`src/rtl/adat_frame_reader_if.sv`:
```
// adat_frame_reader_if
// Sample output bus of the ADAT frame reader.
//   sample_data_o     24-bit sample, MSB = first bit of the slot
//   sample_channel_o  channel 0..7 of sample_data_o
//   sample_valid_o    sample available (held until accepted)
//   sample_ready_i    consumer accepts the sample
//   frame_done_o      one-cycle pulse after channel 7 is accepted
//   overrun_o         one-cycle pulse when a frame is dropped
// master: the reader; slave: the sample consumer.
interface adat_frame_reader_if;
    logic [23:0] sample_data_o;
    logic [2:0]  sample_channel_o;
    logic        sample_valid_o;
    logic        sample_ready_i;
    logic        frame_done_o;
    logic        overrun_o;

    modport master (
        output sample_data_o,
        output sample_channel_o,
        output sample_valid_o,
        input  sample_ready_i,
        output frame_done_o,
        output overrun_o
    );

    modport slave (
        input  sample_data_o,
        input  sample_channel_o,
        input  sample_valid_o,
        output sample_ready_i,
        input  frame_done_o,
        input  overrun_o
    );
endinterface

```
`src/rtl/adat_frame_reader.sv`:
```
// adat_frame_reader
// Reads the newest complete ADAT frame out of a single-bit-wide channel
// buffer and presents its eight 24-bit samples one at a time on a
// valid/ready bus. A frame starts when the decoder reports a new frame
// index while locked; one extra request is queued while busy, further
// requests are dropped and flagged as overruns.
//
// Ports:
//   clk_i, reset_i          clock, synchronous active-high reset
//   has_sync_i              decoder lock
//   last_good_frame_idx_i   index of newest complete frame
//   ram_read_addr_o         buffer read address {frame, channel, bit}
//   ram_read_data_i         buffer read data, one cycle after the address
//   smp                     sample output bus (adat_frame_reader_if.master)
//   overrun_count_o         saturating overrun counter (only with
//                           ADAT_READER_OVERRUN_CNT_EN defined)
//
// Optional feature macro: ADAT_READER_OVERRUN_CNT_EN
module adat_frame_reader #(
    parameter int  CIRC_BUF_BITS = 3,
    localparam int AW            = CIRC_BUF_BITS + 8
) (
    input  logic                     clk_i,
    input  logic                     reset_i,
    input  logic                     has_sync_i,
    input  logic [CIRC_BUF_BITS-1:0] last_good_frame_idx_i,
    output logic [AW-1:0]            ram_read_addr_o,
    input  logic                     ram_read_data_i,
    adat_frame_reader_if.master      smp
`ifdef ADAT_READER_OVERRUN_CNT_EN
    ,
    output logic [7:0]               overrun_count_o
`endif
);

    typedef enum logic [1:0] {IDLE, FETCH, PRESENT} state_t;

    state_t                   state_r;
    logic [CIRC_BUF_BITS-1:0] prev_idx_r;
    logic [CIRC_BUF_BITS-1:0] frame_r;
    logic                     pending_r;
    logic [2:0]               channel_r;
    logic [4:0]               bit_cnt_r;
    logic [23:0]              shift_r;
    logic [AW-1:0]            addr_r;
    logic                     valid_r;
    logic                     frame_done_r;
    logic                     overrun_r;

    logic event_w;
    logic busy_event_w;
    logic overrun_event_w;
    logic handshake_w;

    assign event_w         = has_sync_i && (last_good_frame_idx_i != prev_idx_r);
    // The channel-7 handshake cycle is still PRESENT, so a coinciding
    // event is treated as arriving while busy.
    assign busy_event_w    = event_w && (state_r != IDLE);
    assign overrun_event_w = busy_event_w && pending_r;
    assign handshake_w     = (state_r == PRESENT) && valid_r && smp.sample_ready_i;

    assign ram_read_addr_o      = addr_r;
    assign smp.sample_data_o    = shift_r;
    assign smp.sample_channel_o = channel_r;
    assign smp.sample_valid_o   = valid_r;
    assign smp.frame_done_o     = frame_done_r;
    assign smp.overrun_o        = overrun_r;

    always_ff @(posedge clk_i) begin
        if (reset_i) begin
            state_r      <= IDLE;
            prev_idx_r   <= '0;
            frame_r      <= '0;
            pending_r    <= 1'b0;
            channel_r    <= 3'd0;
            bit_cnt_r    <= 5'd0;
            shift_r      <= 24'd0;
            addr_r       <= '0;
            valid_r      <= 1'b0;
            frame_done_r <= 1'b0;
            overrun_r    <= 1'b0;
        end else begin
            prev_idx_r   <= last_good_frame_idx_i;
            frame_done_r <= 1'b0;
            overrun_r    <= 1'b0;

            if (!has_sync_i) begin
                state_r   <= IDLE;
                valid_r   <= 1'b0;
                pending_r <= 1'b0;
            end else begin
                if (busy_event_w) begin
                    if (pending_r) overrun_r <= 1'b1;
                    else           pending_r <= 1'b1;
                end

                case (state_r)
                    IDLE: begin
                        if (event_w || pending_r) begin
                            frame_r   <= last_good_frame_idx_i;
                            pending_r <= 1'b0;
                            channel_r <= 3'd0;
                            bit_cnt_r <= 5'd0;
                            addr_r    <= {last_good_frame_idx_i, 3'd0, 5'd0};
                            state_r   <= FETCH;
                        end
                    end

                    // bit_cnt_r = n: address for bit n is on the bus,
                    // data for bit n-1 is on ram_read_data_i.
                    FETCH: begin
                        if (bit_cnt_r != 5'd0)
                            shift_r <= {shift_r[22:0], ram_read_data_i};
                        if (bit_cnt_r < 5'd23)
                            addr_r <= {frame_r, channel_r, bit_cnt_r + 5'd1};
                        if (bit_cnt_r == 5'd24) begin
                            state_r <= PRESENT;
                            valid_r <= 1'b1;
                        end
                        bit_cnt_r <= bit_cnt_r + 5'd1;
                    end

                    PRESENT: begin
                        if (handshake_w) begin
                            valid_r <= 1'b0;
                            if (channel_r == 3'd7) begin
                                state_r      <= IDLE;
                                frame_done_r <= 1'b1;
                            end else begin
                                channel_r <= channel_r + 3'd1;
                                bit_cnt_r <= 5'd0;
                                addr_r    <= {frame_r, channel_r + 3'd1, 5'd0};
                                state_r   <= FETCH;
                            end
                        end
                    end

                    default: begin
                        state_r <= IDLE;
                        valid_r <= 1'b0;
                    end
                endcase
            end
        end
    end

`ifdef ADAT_READER_OVERRUN_CNT_EN
    logic [7:0] overrun_cnt_r;

    assign overrun_count_o = overrun_cnt_r;

    always_ff @(posedge clk_i) begin
        if (reset_i)
            overrun_cnt_r <= 8'd0;
        else if (has_sync_i && overrun_event_w && (overrun_cnt_r != 8'd255))
            overrun_cnt_r <= overrun_cnt_r + 8'd1;
    end
`endif

endmodule

```
`src/flat_wrapper.sv`:
```
// flat-port wrapper written by rule: the top's interface ports become plain ports
module adat_frame_reader_flat 
#(
    parameter int  CIRC_BUF_BITS = 3,
    localparam int AW            = CIRC_BUF_BITS + 8
)
  (clk_i, reset_i, has_sync_i, last_good_frame_idx_i, ram_read_addr_o, ram_read_data_i, smp_sample_data_o, smp_sample_channel_o, smp_sample_valid_o, smp_sample_ready_i, smp_frame_done_o, smp_overrun_o);
  adat_frame_reader_if smp_i ();
  input  logic clk_i;
  input  logic reset_i;
  input  logic has_sync_i;
  input  logic [CIRC_BUF_BITS-1:0] last_good_frame_idx_i;
  output logic [AW-1:0] ram_read_addr_o;
  input  logic ram_read_data_i;
  output wire logic [$bits(smp_i.sample_data_o)-1:0] smp_sample_data_o;
  output wire logic [$bits(smp_i.sample_channel_o)-1:0] smp_sample_channel_o;
  output wire logic [$bits(smp_i.sample_valid_o)-1:0] smp_sample_valid_o;
  input wire logic [$bits(smp_i.sample_ready_i)-1:0] smp_sample_ready_i;
  output wire logic [$bits(smp_i.frame_done_o)-1:0] smp_frame_done_o;
  output wire logic [$bits(smp_i.overrun_o)-1:0] smp_overrun_o;
  assign smp_sample_data_o = smp_i.sample_data_o;
  assign smp_sample_channel_o = smp_i.sample_channel_o;
  assign smp_sample_valid_o = smp_i.sample_valid_o;
  assign smp_i.sample_ready_i = smp_sample_ready_i;
  assign smp_frame_done_o = smp_i.frame_done_o;
  assign smp_overrun_o = smp_i.overrun_o;
  adat_frame_reader #(.CIRC_BUF_BITS(CIRC_BUF_BITS)) u_core (.clk_i(clk_i), .reset_i(reset_i), .has_sync_i(has_sync_i), .last_good_frame_idx_i(last_good_frame_idx_i), .ram_read_addr_o(ram_read_addr_o), .ram_read_data_i(ram_read_data_i), .smp(smp_i));
endmodule
```
`config.mk`:
```
export PLATFORM = sky130hd
export DESIGN_NAME = adat_frame_reader_flat
export DESIGN_NICKNAME = d
export VERILOG_FILES = /design/src/rtl/adat_frame_reader_if.sv /design/src/rtl/adat_frame_reader.sv /design/src/flat_wrapper.sv
export SDC_FILE = /design/constraint.sdc
export NUM_CORES = 1
export LEC_CHECK = 0
export CAP_MARGIN = 20
export CORE_UTILIZATION = 49
export CTS_CLUSTER_DIAMETER = 200
export DETAILED_ROUTE_END_ITERATION = 16
export GPL_ROUTABILITY_DRIVEN = 0
export GPL_TIMING_DRIVEN = 0
export PLACE_DENSITY = 0.78
export SLEW_MARGIN = 20
export SYNTH_ARGS = -nofsm -noshare
export SYNTH_HDL_FRONTEND = slang
export SYNTH_SLANG_ARGS = --single-unit
export TNS_END_PERCENT = 30
```
`constraint.sdc`:
```
create_clock -name clk_i -period 3.8 [get_ports clk_i]
set_input_delay 0.38 -clock clk_i [delete_from_list [all_inputs] [get_ports clk_i]]
set_output_delay 0.38 -clock clk_i [all_outputs]
set_load 0.01 [all_outputs]
```
==> impl_metrics.tcl <==
set metrics [dict create \
    reg2reg_to "u_core.bit_cnt_r[3]" \
    drt-pass1-iter-count 4 \
    critPathKind "flip-flop to flip-flop" \
    grt_pass1_vias 1955 \
    tightest_slew_ns 0.931 \
    grt_setup_unrepaired "false" \
    synth_area_um2 2450 \
    start_util_pct 51.5 \
    worstSetupStartpoint "u_core.state_r[0]" \
    finalCritPeriodShare_pct 58.3 \
    nets 347 \
    max_freq_mhz 451 \
    clkSinkCount 55 \
    worstSetupEndpointType "flip-flop" \
    final_util_pct 65.2 \
    core_area_um2 4750 \
    synth_nets 293 \
    relSlewSlack_pct 37.1 \
    hp-class "flip-flop to flip-flop" \
    critPathCapture "u_core.bit_cnt_r[3]" \
    fin_area_um2 3100 \
    clock_path_buffers 2 \
    setup_viol 0 \
    synth-edff-count 0 \
    finalPower_mw 1.05 \
    layout_common_cells "63 x nand2_1, 55 x dfxtp_1, 47 x clkdlybuf4s50_1" \
    clock_latency_ns 0.32 \
    port_buffers 47 \
    post_cts_buffers 0 \
    routedWlPerCell_um 13.6 \
    final_common_cell "nand2_1" \
    worst_slack_ns 1.58 \
    grt_pass1_wl_mm 9.23 \
    synth_cells 277 \
    ir_worst_vdd_uv 271 \
    ys_ff_latch 55 \
    ff2ff_path_depth 6 \
    pwr_density_cell_nw_per_um2 338 \
    drc 0 \
    grt_overflow 0 \
    groute.usage.overall_pct 22.6 \
    place_area_um2 3000 \
    die_w_um 72.7 \
    finalCriticalPeriod_ns 2.22 \
    status "completed" \
    skew_ns 0.0111 \
    cp.arrival_ns 2.43 \
    ys.flop_type "dfxtp_1" \
    post-place-ws_ns 1.35 \
    cts_tree "yes" \
    drv_slew 0 \
    p_leak_nw 1.11 \
    critPathLaunchType "flip-flop" \
    synthDistinctLibCells 45 \
    hold_viol_final 0 \
    tns_ns 0 \
    r2r-start "u_core.state_r[0]" \
    required_ns 4.02 \
    drt_wl_total_mm 5.44 \
    boundaryPins 49 \
    syn_area_per_cell_um2 8.84 \
    seq_area_frac_synth_pct 44.9 \
    drive_above_1_share_pct 6.02 \
    vias_per_cell 5.30 \
    grt_max_degree 20 \
    die_h_um 72.7 \
    cts_root_buf "clkbuf_8" \
    dieArea_um2 5290 \
    async_reset_ff_share_pct 0 \
    r2r_slack_ns 1.58 \
    dpl.hpwl_mm 3.97 \
    antenna_found_initial 0 \
    ctsHoldBuffers 0 \
    cts_resized 0 \
    drtAntennaViolNets 0 \
    drt-initial-drc-count 117 \
    vias 2115 \
    numCtsBuffers 5 \
    yosysWarnings 0 \
    core.rowCount 25 \
    syn_to_final_growth_pct 26.6 \
    clkTransAtPathRegs_ns 0.10 \
    h-tree-depth 2 \
    maxCapViolCount 0 \
    cp_max_fo 10 \
    num_antenna_cells 0 \
]
worst min path at each step:
| stage | slack (ns) | endpoint | from | cells after the start |
|---|---|---|---|---|
| after CTS | 0.47 | u_core.ram_read_addr_o[4] | u_core.ram_read_addr_o[4] | 2 |
| after floorplan | 0.46 | u_core.frame_r[0] | u_core.frame_r[0] | 2 |
| after global routing | 0.49 | u_core.ram_read_addr_o[3] | u_core.ram_read_addr_o[3] | 2 |
| after global placement | 0.44 | u_core.smp.sample_data_o[23] | u_core.smp.sample_data_o[23] | 2 |
| final | 0.47 | u_core.ram_read_addr_o[6] | u_core.ram_read_addr_o[6] | 2 |
| after detailed placement | 0.45 | u_core.ram_read_addr_o[3] | u_core.ram_read_addr_o[3] | 2 |
final cells by class:
class	instances	area [um2]
Timing Repair Buffer	47	470
Inverter	8	30.0
Fill cell	421	1650
Clock inverter	3	27.5
Sequential cell	55	1100
Tap cell	67	83.8
Multi-Input combinational cell	196	1240
Clock buffer	5	68.8
Buffer	18	82.6
metal layers:
layer	track usage (%)	up-vias	routed length (um)
met5	0	-	0
met4	6.97	0	80
met3	4.28	7	193
met2	34.7	47	2490
met1	32.0	983	2680
li1	-	1078	-
where the power goes:
part | switching (mW) | total, mW | internal, mW
registers | 0.00706 | 0.594 | 0.586
clock network | 0.204 | 0.339 | 0.136
logic | 0.0679 | 0.116 | 0.0479
total | 0.279 | 1.05 | 0.770
through the flow:
step	hold slack, ns	cells
2_1_floorplan	0.464	277
3_3_place_gp	0.443	391
3_5_place_dp	0.449	391
4_1_cts	0.470	399
5_1_grt	0.492	399
6_report	0.466	399
sequential cells by signal (all words and copies together), names as in the netlist:
register                     cells
u_core.bit_cnt_r                 5
u_core.frame_r                   3
u_core.pending_r                 1
u_core.prev_idx_r                3
u_core.ram_read_addr_o          11
u_core.smp.frame_done_o          1
u_core.smp.overrun_o             1
u_core.smp.sample_channel_o      3
u_core.smp.sample_data_o        24
u_core.smp.sample_valid_o        1
u_core.state_r                   2
Yosys cell counts (4+ instances only):
master	count	area share, %
nand2_1	63	9.7
dfxtp_1	55	45
a21oi_1	27	5.5
clkbuf_1	15	2.3
mux2i_1	12	4.9
nor2_1	9	1.4
ha_1	8	4.1
inv_1	8	1.2
nand3_1	7	1.4
a31oi_1	5	1.3
nand2b_1	5	1.3
nor2b_1	5	1.3
a311oi_2	4	2.5
cell families after synthesis:
group	Yosys count	synth area share [%]
AND/OR/NAND/NOR	106	20.4
XOR/XNOR	6	2.15
buffers and inverters	26	4.60
AO/OA/AOI/OAI	63	18.5
flip-flops	55	44.9
adder cells (fa/ha/maj)	8	4.09
multiplexers	13	5.36
worst max-delay path: stages (launching register included):
cell and delay, ns:
dfxtp_1 0.36, inv_1 0.09, ha_1 0.29, nand2b_2 0.11, nor4_2 0.77, nor3_1 0.21, a41o_1 0.29
Note: power is estimated with default switching activity, not from simulation.
